<file path="config.mk">
export PLATFORM = sky130hd
export DESIGN_NAME = receiver_flat
export DESIGN_NICKNAME = d
export VERILOG_FILES = /design/src/rtl/uart_pkg.sv /design/src/rtl/receiver_if.sv /design/src/rtl/uart_sync.sv /design/src/rtl/receiver.sv /design/src/flat_wrapper.sv
export SDC_FILE = /design/constraint.sdc
export NUM_CORES = 1
export LEC_CHECK = 0
export CAP_MARGIN = 0
export CORE_UTILIZATION = 38
export CTS_CLUSTER_SIZE = 8
export DETAILED_ROUTE_END_ITERATION = 16
export GPL_ROUTABILITY_DRIVEN = 0
export GPL_TIMING_DRIVEN = 0
export SLEW_MARGIN = 20
export SYNTH_ARGS = -nofsm -noshare
export SYNTH_HDL_FRONTEND = slang
export SYNTH_SLANG_ARGS = --single-unit
</file>
<file path="constraint.sdc">
create_clock -name clk -period 1.85 [get_ports clk]
set_clock_uncertainty 0.1 [all_clocks]
set_input_delay 0.185 -clock clk [delete_from_list [all_inputs] [get_ports clk]]
set_output_delay 0.185 -clock clk [all_outputs]
set_load 0.01 [all_outputs]
</file>
<file path="src/rtl/uart_pkg.sv">
`default_nettype none
// ============================================================
// Package : uart_pkg
// Brief   : Constants, RX state encoding and helpers shared by the UART blocks.
// Revision: 1.0
// ============================================================
package uart_pkg;

    localparam int DATA_BITS            = 8;
    localparam int DEFAULT_CLKS_PER_BIT = 5208;

    typedef enum logic [2:0] {
        IDLE      = 3'd0,
        START     = 3'd1,
        DATA      = 3'd2,
        STOP      = 3'd3,
`ifdef RX_PARITY_EN
        PARITY    = 3'd5,
`endif
        WAIT_IDLE = 3'd4
    } rx_state_e;

    function automatic logic even_parity(input logic [DATA_BITS-1:0] d);
        return ^d;
    endfunction

endpackage
`default_nettype wire

</file>
<file path="src/rtl/receiver_if.sv">
`default_nettype none
// ============================================================
// Interface : receiver_if
// Brief     : Serial line in and received-byte outputs of the UART receiver.
// Revision  : 1.0
// ============================================================
interface receiver_if;
    import uart_pkg::*;

    logic                 rx;
    logic [DATA_BITS-1:0] dataout;
    logic                 valid;
    logic                 busy;
    logic                 frame_err;

    modport master (output rx, input dataout, input valid, input busy, input frame_err);
    modport slave  (input rx, output dataout, output valid, output busy, output frame_err);

endinterface
`default_nettype wire

</file>
<file path="src/rtl/uart_sync.sv">
`default_nettype none
// ============================================================
// Module  : uart_sync
// Brief   : Two-flop synchronizer with selectable reset value.
// Revision: 1.0
// ============================================================
module uart_sync #(
    parameter logic RESET_VAL = 1'b1
) (
    input  logic clk,
    input  logic rstn,
    input  logic d_i,
    output logic q_o
);

    logic [1:0] sync_q;

    always_ff @(posedge clk) begin
        if (!rstn) begin
            sync_q <= {2{RESET_VAL}};
        end else begin
            sync_q <= {sync_q[0], d_i};
        end
    end

    assign q_o = sync_q[1];

endmodule
`default_nettype wire

</file>
<file path="src/rtl/receiver.sv">
`default_nettype none
// ============================================================
// Module  : receiver
// Brief   : 8N1 UART receiver; define RX_PARITY_EN for an even-parity bit.
// Revision: 1.0
// ============================================================
module receiver
    import uart_pkg::*;
#(
    parameter int CLKS_PER_BIT = DEFAULT_CLKS_PER_BIT
) (
    input  logic      clk,
    input  logic      rstn,
    receiver_if.slave rif
);

    localparam int CW = $clog2(CLKS_PER_BIT);
    localparam int BW = $clog2(DATA_BITS);
    localparam logic [CW-1:0] c_BIT_LAST  = CW'(CLKS_PER_BIT - 1);
    localparam logic [CW-1:0] c_HALF_LAST = CW'(CLKS_PER_BIT / 2 - 1);
    localparam logic [BW-1:0] c_DATA_LAST = BW'(DATA_BITS - 1);

    logic w_rx;

    rx_state_e            state_q, state_d;
    logic [CW-1:0]        cnt_q, cnt_d;
    logic [BW-1:0]        bit_q, bit_d;
    logic [DATA_BITS-1:0] shreg_q, shreg_d;
    logic [DATA_BITS-1:0] data_q, data_d;
    logic                 valid_q, valid_d;
    logic                 ferr_q, ferr_d;
    logic                 w_par_bad;

    uart_sync #(.RESET_VAL(1'b1)) u_sync (
        .clk  (clk),
        .rstn (rstn),
        .d_i  (rif.rx),
        .q_o  (w_rx)
    );

`ifdef RX_PARITY_EN
    logic par_err_q, par_err_d;
    assign w_par_bad = par_err_q;
`else
    assign w_par_bad = 1'b0;
`endif

    always_ff @(posedge clk) begin
        if (!rstn) begin
            state_q <= IDLE;
            cnt_q   <= '0;
            bit_q   <= '0;
            shreg_q <= '0;
            data_q  <= '0;
            valid_q <= 1'b0;
            ferr_q  <= 1'b0;
`ifdef RX_PARITY_EN
            par_err_q <= 1'b0;
`endif
        end else begin
            state_q <= state_d;
            cnt_q   <= cnt_d;
            bit_q   <= bit_d;
            shreg_q <= shreg_d;
            data_q  <= data_d;
            valid_q <= valid_d;
            ferr_q  <= ferr_d;
`ifdef RX_PARITY_EN
            par_err_q <= par_err_d;
`endif
        end
    end

    always_comb begin
        state_d = state_q;
        cnt_d   = cnt_q;
        bit_d   = bit_q;
        shreg_d = shreg_q;
        data_d  = data_q;
        valid_d = 1'b0;
        ferr_d  = 1'b0;
`ifdef RX_PARITY_EN
        par_err_d = par_err_q;
`endif
        case (state_q)
            IDLE: begin
                if (!w_rx) begin
                    state_d = START;
                    cnt_d   = '0;
                end
            end
            START: begin
                // Mid start bit: a line that is high again was only a glitch.
                if (cnt_q == c_HALF_LAST) begin
                    cnt_d   = '0;
                    bit_d   = '0;
                    state_d = w_rx ? IDLE : DATA;
                end else begin
                    cnt_d = cnt_q + 1'b1;
                end
            end
            DATA: begin
                if (cnt_q == c_BIT_LAST) begin
                    cnt_d   = '0;
                    shreg_d = {w_rx, shreg_q[DATA_BITS-1:1]};
                    bit_d   = bit_q + 1'b1;
                    if (bit_q == c_DATA_LAST) begin
`ifdef RX_PARITY_EN
                        state_d = PARITY;
`else
                        state_d = STOP;
`endif
                    end
                end else begin
                    cnt_d = cnt_q + 1'b1;
                end
            end
`ifdef RX_PARITY_EN
            PARITY: begin
                if (cnt_q == c_BIT_LAST) begin
                    cnt_d     = '0;
                    par_err_d = (even_parity(shreg_q) != w_rx);
                    state_d   = STOP;
                end else begin
                    cnt_d = cnt_q + 1'b1;
                end
            end
`endif
            STOP: begin
                if (cnt_q == c_BIT_LAST) begin
                    cnt_d = '0;
                    if (w_rx && !w_par_bad) begin
                        data_d  = shreg_q;
                        valid_d = 1'b1;
                        state_d = IDLE;
                    end else begin
                        ferr_d  = 1'b1;
                        state_d = w_rx ? IDLE : WAIT_IDLE;
                    end
                end else begin
                    cnt_d = cnt_q + 1'b1;
                end
            end
            WAIT_IDLE: begin
                // A held-low line (break) must not be read as a stream of frames.
                if (w_rx) begin
                    state_d = IDLE;
                end
            end
            default: begin
                state_d = IDLE;
            end
        endcase
    end

    assign rif.dataout   = data_q;
    assign rif.valid     = valid_q;
    assign rif.frame_err = ferr_q;
    assign rif.busy      = (state_q != IDLE);

endmodule
`default_nettype wire

</file>
<file path="src/flat_wrapper.sv">
// flat-port wrapper written by rule: the top's interface ports become plain ports
module receiver_flat import uart_pkg::*;
#(
    parameter int CLKS_PER_BIT = DEFAULT_CLKS_PER_BIT
)
  (clk, rstn, rif_rx, rif_dataout, rif_valid, rif_busy, rif_frame_err);
  receiver_if rif_i ();
  input  logic clk;
  input  logic rstn;
  input wire logic [$bits(rif_i.rx)-1:0] rif_rx;
  output wire logic [$bits(rif_i.dataout)-1:0] rif_dataout;
  output wire logic [$bits(rif_i.valid)-1:0] rif_valid;
  output wire logic [$bits(rif_i.busy)-1:0] rif_busy;
  output wire logic [$bits(rif_i.frame_err)-1:0] rif_frame_err;
  assign rif_i.rx = rif_rx;
  assign rif_dataout = rif_i.dataout;
  assign rif_valid = rif_i.valid;
  assign rif_busy = rif_i.busy;
  assign rif_frame_err = rif_i.frame_err;
  receiver #(.CLKS_PER_BIT(CLKS_PER_BIT)) u_core (.clk(clk), .rstn(rstn), .rif(rif_i));
endmodule
</file>
Word level (Yosys, flattened, before mapping). Cells that the tools add are included. W data, S select, Z words.

Add/subtract/negate cells: 2. Equality and inequality tests: 13. Mux-type cells: 18. Reductions and logical operators: 11.

Operator list (number): $mux W13 (3); $pmux W13 S3 (1); $mux W3 (9); $pmux W3 S5 (1); $add A13 B1 Y13 const B (1); $eq A13 B12 Y1 const B (1); $eq A13 B13 Y1 const B (1); $reduce_and A3 Y1 (3); $ne A2 B1 Y1 const B (4); $eq A3 B2 Y1 const B (2); $eq A3 B3 Y1 const B (2); $pmux W3 S2 (1); $reduce_and A6 Y1 (1); $reduce_bool A3 Y1 (2); $ne A2 B2 Y1 const B (2); $reduce_and A2 Y1 (2); $add A3 B1 Y3 const B (1); $eq A3 B1 Y1 const B (1); $logic_not A3 Y1 (1); $mux W1 (2); $mux W2 (1); $reduce_bool A2 Y1 (1); $reduce_or A2 Y1 (1).

Flip-flop bits (word level): 39. Bits of input ports: 3. Output and inout port bits: 11. Word-level logic and storage cells: 52.

Longest topological paths before layout. Gate-level depths: netlist (run 1).

Depth after elaboration: 4. Gate-level depth with buffers: 7. Gate-level depth less buffers: 6.

Cells and area by module. Synthesis (run 1) repeated with hierarchy kept, for this count alone.

Cell total of the unflattened synthesis: 197. Area total of the unflattened synthesis: 1834.3 sq um.

By module, submodules not included: receiver (instances 1, cells an instance 193, area each 1781.7 sq um, sequential area each 740.7 sq um); uart_sync (instances 1, cells an instance 4, area each 52.6 sq um, sequential area each 40.0 sq um).

Least setup slack after synthesis (run 1). Ideal clock, no wire load.

Path kind: flip-flop to flip-flop. Start: register u_core.cnt_q[0]. End: register u_core.data_q[0], in the netlist u_core.rif.dataout[0]. Setup time: 0.114 ns. Arrival: 1.715 ns. Required time: 1.636 ns. Slack: -0.079 ns. Stages on the path, launching flop included: 8. Buffers on the path: 1. Period minus slack after synthesis: 1.929 ns. Path through: dfxtp_1 -> ha_1 -> nor3b_2 -> nand4_2 -> or3_1 -> buf_6 -> mux2i_1 -> nor2_1.

Longest elaborated chain between the ends: 2.

RTL lines: start: declaration (RTL line receiver.sv:26) `logic [CW-1:0] cnt_q, cnt_d;`; start signal: assignment (RTL line receiver.sv:62) `cnt_q <= cnt_d;`; $eq A13 B13 Y1 (RTL line receiver.sv:130) `if (cnt_q == c_BIT_LAST) begin`; $reduce_and A3 Y1 (no line); end signal: assignment (RTL line receiver.sv:65) `data_q <= data_d;`; end: declaration (RTL line receiver.sv:29) `logic [DATA_BITS-1:0] data_q, data_d;`.

Every way passes these cells. A chain may end at the register's enable or synchronous reset.

Worst setup path after layout (run 1).
Start: register u_core.cnt_q[0]. End: register u_core.cnt_q[9].

Longest elaborated chain between the ends: 3. Elaborated cells on any way between the ends: 6. Classes of those cells: add/sub (1); eq/ne (2); mux (3).

RTL lines: $add A13 B1 Y13 (tied with other cells) (RTL line receiver.sv:99, receiver.sv:115, receiver.sv:141); $mux W13 (on tied branches) (RTL line receiver.sv:103, receiver.sv:130, receiver.sv:94); $pmux W13 S3 * (RTL line receiver.sv:85) `case (state_q)`.

Every way passes the cells marked *; elsewhere a longest branch is shown, timed or not.

==> impl_metrics.env, run 1 <==
export IMPL_status="finished with violations"
export IMPL_violations="setup timing"
export IMPL_worstPathMaxFanout=6
export IMPL_drt_total_wl_mm=4.20
export IMPL_power_total_mw=1.63
export IMPL_cts_sinks=39
export IMPL_ant_nets=0
export IMPL_initial_utilization=0.407
export IMPL_ys_top_cells_by_area="dfxtp_1 43%, mux2i_1 9.8%, nor2_1 5.5%"
export IMPL_synth_ff_type="dfxtp_1"
export IMPL_synthTopCellsByCount="39 x dfxtp_1, 27 x nor2_1, 18 x mux2i_1"
export IMPL_place_port_buffers=13
export IMPL_max_stage_delay_ns=0.36
export IMPL_slowest_stage="dfxtp_4"
export IMPL_seq_area_um2=791
export IMPL_avgRoutedWirePerCell_um=14.7
export IMPL_r2r_cells=8
export IMPL_syn_area_per_cell_um2=8.95
export IMPL_via_per_inst=5.53
export IMPL_rr_startpoint="u_core.cnt_q[0]"
export IMPL_setup_viol=20
export IMPL_fin_crit_ns=1.91
export IMPL_hold_start="u_core.u_sync.sync_q[0]"
export IMPL_ys_seq_elements=39
export IMPL_die_area_mm2=0.00511
export IMPL_irDropWorstVdd_uv=552
export IMPL_worst_pin_slew_ns=0.538
export IMPL_synth_cells=205
export IMPL_internal_power_mw=1.27
export IMPL_path_class="flip-flop to flip-flop"
export IMPL_leakage_nw=0.845
export IMPL_min_to="u_core.u_sync.sync_q[1]"
export IMPL_crit_path_cell_trace="ha_4 > nor3b_4 > buf_6 > nand4_4 > a22o_4 > buf_6 > a31oi_1 > o22ai_1"
export IMPL_stdcell_count=285
export IMPL_maxCapViolCount=0
export IMPL_final_layout_size_suffix_gt1_frac=0.210
export IMPL_multi_input_comb_area_mm2=0.00104
export IMPL_ys_types=44
export IMPL_post_route_util=0.515
export IMPL_hp_class="flip-flop to flip-flop"
export IMPL_dp_hpwl_mm=2.61
export IMPL_hold_buffers=0
export IMPL_ys_seq_area_frac=0.425
export IMPL_cts_root_buf="clkbuf_8"
export IMPL_setup_ws_ns=-0.0642
export IMPL_clkPwrFrac=0.442
export IMPL_cts_tree="yes"
export IMPL_synth_edf_count=0
export IMPL_slew_violations=0
export IMPL_grt_pass1_wl_mm=6.91
export IMPL_cts_made_buffers=5
export IMPL_syn_area_mm2=0.00184
export IMPL_fin_nets=238
export IMPL_die_w_um=71.5
export IMPL_worst_r2r_setup_slack_ns=-0.06
export IMPL_gr_usage_all_layers=0.175
export IMPL_area_growth_pct=26.4
export IMPL_synth_area_leader_cell="dfxtp_1"
export IMPL_worst_setup_path_end_kind="flip-flop"
export IMPL_die_y_um=71.5
export IMPL_cp_arrival_ns=1.99
export IMPL_synth_yosys_warnings=0
export IMPL_path_clk_slew_ns=0.08
export IMPL_p_comb_frac=0.040
export IMPL_slew_headroom=0.641
export IMPL_tns_ns=-0.514
export IMPL_whs_path_depth=1
export IMPL_antenna_found_initial=0
export IMPL_num_antenna_cells=0
export IMPL_ys_async_sr_fraction=0
export IMPL_drc=0
export IMPL_switching_share=0.221
export IMPL_coreArea_mm2=0.00450
export IMPL_fmax_mhz=522
export IMPL_yosysMostFrequentCell="dfxtp_1"
export IMPL_clkLatencyLatePin_ns=0.29
export IMPL_synth_top_area_frac=0.425
export IMPL_worst_setup_path_start_kind="flip-flop"
export IMPL_power_density_mw_per_mm2=701
export IMPL_via_count=1575
export IMPL_worst_path_most_repeated_cell="buf_6"
export IMPL_p_sw_uw=360
export IMPL_drt_iter0_drc=102
export IMPL_post_route_period_util=1.03
export IMPL_rows=24
export IMPL_p_seq_frac=0.518
export IMPL_worstPathBufferInverterCount=2
export IMPL_gr_total_overflow=0
export IMPL_io_pins=14
export IMPL_grt_max_degree=14
export IMPL_dp_cells=270
export IMPL_grt_pass1_vias=1465
export IMPL_fillCellCount=410
export IMPL_regToRegEndpoint="u_core.cnt_q[9]"
export IMPL_syn_num_nets=211
export IMPL_clockBufferDepth=2
export IMPL_rsz0062_at_grt="yes"
export IMPL_htree_levels=2
export IMPL_cp_required_ns=1.93
export IMPL_dr_pass1_iters=4
export IMPL_critPathTopFamily="compound AO/OA/AOI/OAI gates"
export IMPL_hold_viol=0
-- how the worst max path moves through the flow --
stage	from	endpoint	cells past startpoint
after floorplan	u_core.cnt_q[0]	u_core.cnt_q[4]	7
after global placement	u_core.cnt_q[0]	u_core.cnt_q[5]	6
after detailed placement	u_core.cnt_q[0]	u_core.cnt_q[8]	6
after CTS	u_core.cnt_q[0]	u_core.cnt_q[9]	8
after global routing	u_core.cnt_q[0]	u_core.rif.dataout[5]	7
final	u_core.cnt_q[0]	u_core.cnt_q[9]	8
-- sequential cells by signal, indices dropped and copies added, names as in the netlist --
| name | cells |
|---|---|
| u_core.cnt_q | 13 |
| u_core.bit_q | 3 |
| u_core.u_sync.sync_q | 2 |
| u_core.rif.dataout | 8 |
| u_core.state_q | 3 |
| u_core.rif.valid | 1 |
| u_core.shreg_q | 8 |
| u_core.rif.frame_err | 1 |
-- layer usage --
| layer | track usage | vias to the layer above | part of all wire |
|---|---|---|---|
| li1 | - | 796 | - |
| met2 | 0.270 | 30 | 0.45 |
| met4 | 0.0588 | 0 | 0.014 |
| met1 | 0.241 | 744 | 0.51 |
| met3 | 0.0422 | 5 | 0.034 |
| met5 | 0 | - | 0 |
-- area by class of cell --
cell class,instances,area share
sequential,39,0.341
tap,52,0.0280
buffer,7,0.0253
clock buffer,5,0.0296
clock inverter,3,0.0189
timing repair buffer,23,0.0970
inverter,8,0.0129
multi-input combinational,148,0.447
-- kinds of logic after synthesis --
| family | after synthesis | share of synthesized area |
|---|---|---|
| AOI/OAI and AO/OA | 32 | 0.117 |
| adders and majority gates | 3 | 0.0205 |
| buffers and inverters | 18 | 0.0538 |
| DFF | 39 | 0.425 |
| muxes | 18 | 0.0982 |
| and+or+nand+nor | 95 | 0.286 |
-- placed cells by master (no fill, tap or decap), types with 3 or more instances in the layout --
| cell type | instances |
|---|---|
| or2_2 | 3 |
| a21oi_1 | 5 |
| o211ai_1 | 5 |
| buf_6 | 3 |
| dfxtp_1 | 35 |
| nor2_1 | 25 |
| buf_4 | 8 |
| nand2b_1 | 6 |
| a31oi_1 | 4 |
| o21ai_0 | 3 |
| nand3_1 | 7 |
| nand4_1 | 9 |
| clkdlybuf4s50_1 | 13 |
| nand2_1 | 17 |
| clkbuf_8 | 7 |
| o22ai_1 | 4 |
| or3_1 | 3 |
| mux2i_1 | 18 |
| inv_1 | 8 |
-- power by group through the flow --
stage                     Sequential [mW]  Clock (mW)  Combinational, mW
after floorplan                     0.864           0             0.0393
after global placement              0.865           0             0.0577
after detailed placement            0.865           0             0.0574
after CTS                           0.842       0.740             0.0620
after global routing                0.843       0.774             0.0718
final                               0.842       0.719             0.0656
-- through the flow --
stage / area [um^2] / hold slack [ns] / worst slack [ns]
floorplan: 1860 / 0.158 / 0.0156
global placement: 2050 / 0.292 / -0.223
detailed placement: 2050 / 0.299 / -0.237
CTS: 2240 / 0.319 / -0.0531
global route: 2320 / 0.342 / -0.148
finish: 2320 / 0.313 / -0.0642
-- worst reg2reg max path: cells and delay by family (launching register included) --
family | cells | cell delay, ns
DFF | 1 | 0.36
and+or+nand+nor | 2 | 0.37
adders and majority gates | 1 | 0.13
AOI/OAI and AO/OA | 3 | 0.56
buffers and inverters | 2 | 0.29
-- timing repair --
item,4_1_cts,5_1_grt
pin swaps,11,14
gates cloned,1,0
setup endpoints to repair,34,33
gates resized for setup,11,13
setup buffers,6,3
Note: power is estimated with default switching activity, not from simulation.
==> inputs of run 2 (changes only) <==
--- a/config.mk
+++ b/config.mk
@@ -14,4 +14,5 @@
 export SLEW_MARGIN = 20
 export SYNTH_ARGS = -nofsm -noshare
 export SYNTH_HDL_FRONTEND = slang
+export SYNTH_HIERARCHICAL = 1
 export SYNTH_SLANG_ARGS = --single-unit
==> run 2 against run 1 <==
- the flow now finishes without violations
- global-route usage fell by 0.44 points
- first-iteration DRC count fell by 23%
- highest routed layer unchanged
- wire length fell by 6.2%
- sequential cell count did not move
- hold slack improved by 0.0039 ns
- critical endpoint is now u_core/rif.dataout[3]
- clock-buffer cell count did not move
- critical path depth did not move
- maximum frequency rose by 3.8%
- setup slack improved by 0.070 ns
- sequential power barely moved
- largest cell class unchanged
- final area rose by 1.8%
==> impl_metrics.env, run 2 <==
export IMPL_power_density_mw_per_mm2=715
export IMPL_largest_reg_flops=13
export IMPL_via_count=1494
export IMPL_synthTopCellsByCount="39 x dfxtp_1, 29 x nor2_1, 20 x nand2_1"
export IMPL_hold_viol=0
export IMPL_synth_cells=197
export IMPL_multi_input_comb_area_mm2=0.00106
export IMPL_synth_edf_count=0
export IMPL_gr_usage_all_layers=0.170
export IMPL_crit_path_cell_trace="ha_4 > nor3b_4 > nand4_4 > buf_6 > nor3_4 > buf_12 > mux2i_1 > nor2_1"
export IMPL_seq_area_um2=808
export IMPL_drt_total_wl_mm=3.93
export IMPL_worst_setup_path_end_kind="flip-flop"
export IMPL_fin_nets=233
export IMPL_num_antenna_cells=0
export IMPL_grt_pass1_wl_mm=6.78
export IMPL_post_route_util=0.524
export IMPL_syn_area_mm2=0.00183
export IMPL_synth_yosys_warnings=6
export IMPL_clockBufferDepth=2
export IMPL_synth_xor_area_frac=0.0286
export IMPL_leakage_nw=0.855
export IMPL_path_class="flip-flop to flip-flop"
export IMPL_post_route_period_util=0.997
export IMPL_via_per_inst=5.34
export IMPL_irDropWorstVdd_uv=404
export IMPL_htree_levels=2
export IMPL_coreArea_mm2=0.00450
export IMPL_worst_pin_slew_ns=0.444
export IMPL_die_area_mm2=0.00511
export IMPL_fillCellCount=412
export IMPL_rows=24
export IMPL_synth_adder_area_share=0.0205
export IMPL_area_growth_pct=28.8
export IMPL_antenna_found_initial=0
export IMPL_slowest_stage="dfxtp_4"
export IMPL_ys_top_cells_by_area="dfxtp_1 43%, mux2i_1 9.3%, nor2_1 5.9%"
export IMPL_clkLatencyLatePin_ns=0.29
export IMPL_gr_total_overflow=0
export IMPL_syn_area_per_cell_um2=9.31
export IMPL_dr_pass1_iters=4
export IMPL_grt_max_degree=15
export IMPL_power_total_mw=1.69
export IMPL_maxCapViolCount=0
export IMPL_cts_root_buf="clkbuf_8"
export IMPL_regToRegEndpoint="u_core/rif.dataout[3]"
export IMPL_synth_compound_area_frac=0.0675
export IMPL_io_pins=14
export IMPL_fin_crit_ns=1.84
export IMPL_cts_tree="yes"
export IMPL_slew_violations=0
export IMPL_r2r_cells=8
export IMPL_cts_made_buffers=5
export IMPL_yosysMostFrequentCell="dfxtp_1"
export IMPL_largest_register="u_core/cnt_q"
export IMPL_fmax_mhz=542
export IMPL_dp_hpwl_mm=2.48
export IMPL_ys_async_sr_fraction=0
export IMPL_whs_path_depth=1
export IMPL_drt_iter0_drc=79
export IMPL_status="complete, no violations"
export IMPL_avgRoutedWirePerCell_um=14.1
export IMPL_drc=0
export IMPL_die_y_um=71.5
export IMPL_synth_simple_gate_area_frac=0.318
export IMPL_syn_num_nets=203
export IMPL_cp_required_ns=1.93
export IMPL_worst_r2r_setup_slack_ns=0.005
export IMPL_ys_seq_elements=39
export IMPL_min_to="u_core/u_sync/sync_q[1]"
export IMPL_hp_class="flip-flop to flip-flop"
export IMPL_ys_types=45
export IMPL_worst_setup_path_start_kind="flip-flop"
export IMPL_synth_ff_type="dfxtp_1"
export IMPL_ant_nets=0
export IMPL_synth_top_area_frac=0.426
export IMPL_synth_mux_area_frac=0.0989
export IMPL_path_clk_slew_ns=0.09
export IMPL_synth_top_family_by_area="simple AND/OR/NAND/NOR gates"
export IMPL_setup_viol=0
export IMPL_cp_arrival_ns=1.92
export IMPL_rr_startpoint="u_core/cnt_q[0]"
export IMPL_cts_sinks=39
export IMPL_place_port_buffers=13
export IMPL_grt_pass1_vias=1401
export IMPL_max_stage_delay_ns=0.36
export IMPL_ys_seq_area_frac=0.426
export IMPL_synth_area_leader_cell="dfxtp_1"
export IMPL_initial_utilization=0.407
export IMPL_rsz0062_at_grt="yes"
export IMPL_worstPathMaxFanout=6
export IMPL_slew_headroom=0.704
export IMPL_final_layout_size_suffix_gt1_frac=0.246
export IMPL_mostFrequentLayoutCells="29 x nor2_1, 27 x dfxtp_1, 20 x nand2_1, 17 x mux2i_1, 12 x clkdlybuf4s50_1"
export IMPL_final_common_cell="nor2_1"
export IMPL_hold_start="u_core/u_sync/sync_q[0]"
export IMPL_die_w_um=71.5
==> run 2: cell types whose count changed after synthesis, moves of 4 or more <==
| cell | delta |
|---|---|
| nand4_1 | -6 |
| o211ai_1 | -4 |
| a21oi_1 | -5 |
| o21ai_0 | -4 |
| nand3b_1 | +7 |
| inv_1 | -8 |
| xnor2_1 | +4 |
| o22ai_1 | -4 |
==> run 2: metrics by stage <==
| step | worst slack, ns | instances | hold WS [ns] | instance area [um^2] | setup TNS, ns |
|---|---|---|---|---|---|
| 3_5_place_dp | -0.183 | 262 | 0.301 | 2040 | -3.13 |
| 5_1_grt | -0.109 | 280 | 0.338 | 2360 | -0.647 |
| 6_report | 0.00543 | 280 | 0.317 | 2360 | 0 |
| 4_1_cts | 0.00244 | 280 | 0.321 | 2280 | 0 |
| 2_1_floorplan | 0.0169 | 197 | 0.158 | 1850 | 0 |
| 3_3_place_gp | -0.184 | 262 | 0.288 | 2040 | -3.18 |
==> run 2: how the worst max path moves through the flow <==
stage	start	endpoint	slack, ns
finish	u_core/cnt_q[0]	u_core/rif.dataout[3]	0.005
global route	u_core/cnt_q[1]	u_core/rif.dataout[1]	-0.11
CTS	u_core/cnt_q[3]	u_core/bit_q[0]	0.002
detailed placement	u_core/cnt_q[0]	u_core/rif.dataout[3]	-0.18
global placement	u_core/cnt_q[0]	u_core/rif.dataout[6]	-0.18
floorplan	u_core/cnt_q[0]	u_core/cnt_q[1]	0.02
==> run 2: cells by family (layout without fill, tap and decap cells) <==
logic type / count (synthesis) / after routing
buf+inv: 12 / 43
xor+xnor: 6 / 6
compound gates: 17 / 17
simple gates: 102 / 102
fa+ha+maj: 3 / 3
flops: 39 / 39
mux: 18 / 18
==> run 2: area by class of cell <==
cell class	count	area share
inverters	1	0.00159
repair buffers	26	0.106
plain buffers	8	0.0233
multi-input cells	146	0.450
flip-flops and latches	39	0.342
clock inverters	3	0.0201
well taps	52	0.0275
clock buffers	5	0.0291
==> run 2: where the power goes <==
group | internal [mW] | switching (mW)
combinational | 0.0461 | 0.0713
clock | 0.409 | 0.320
sequential | 0.839 | 0.00530
total | 1.29 | 0.396
==> run 2: routing by layer <==
metal | vias up | track usage | wire length, um
met5 | - | 0 | 0
met4 | 0 | 0.0632 | 8
met3 | 2 | 0.0408 | 148
met2 | 27 | 0.255 | 1790
met1 | 715 | 0.239 | 1990
li1 | 750 | - | -
==> run 2: timing repair <==
item                                    CTS  global route
hold buffers                              0             0
cloned                                    1             0
pin swaps                                10            11
buffers inserted                         10             2
endpoints found under the setup margin   35            34
gates resized for setup                  11            26
hold endpoints to repair                  0             0
==> run 2: worst max-delay path: cells and delay by family (launching register included) <==
kind | cells | cell delay, ns
fa+ha+maj | 1 | 0.13
simple gates | 4 | 0.63
flops | 1 | 0.36
mux | 1 | 0.17
buf+inv | 2 | 0.33
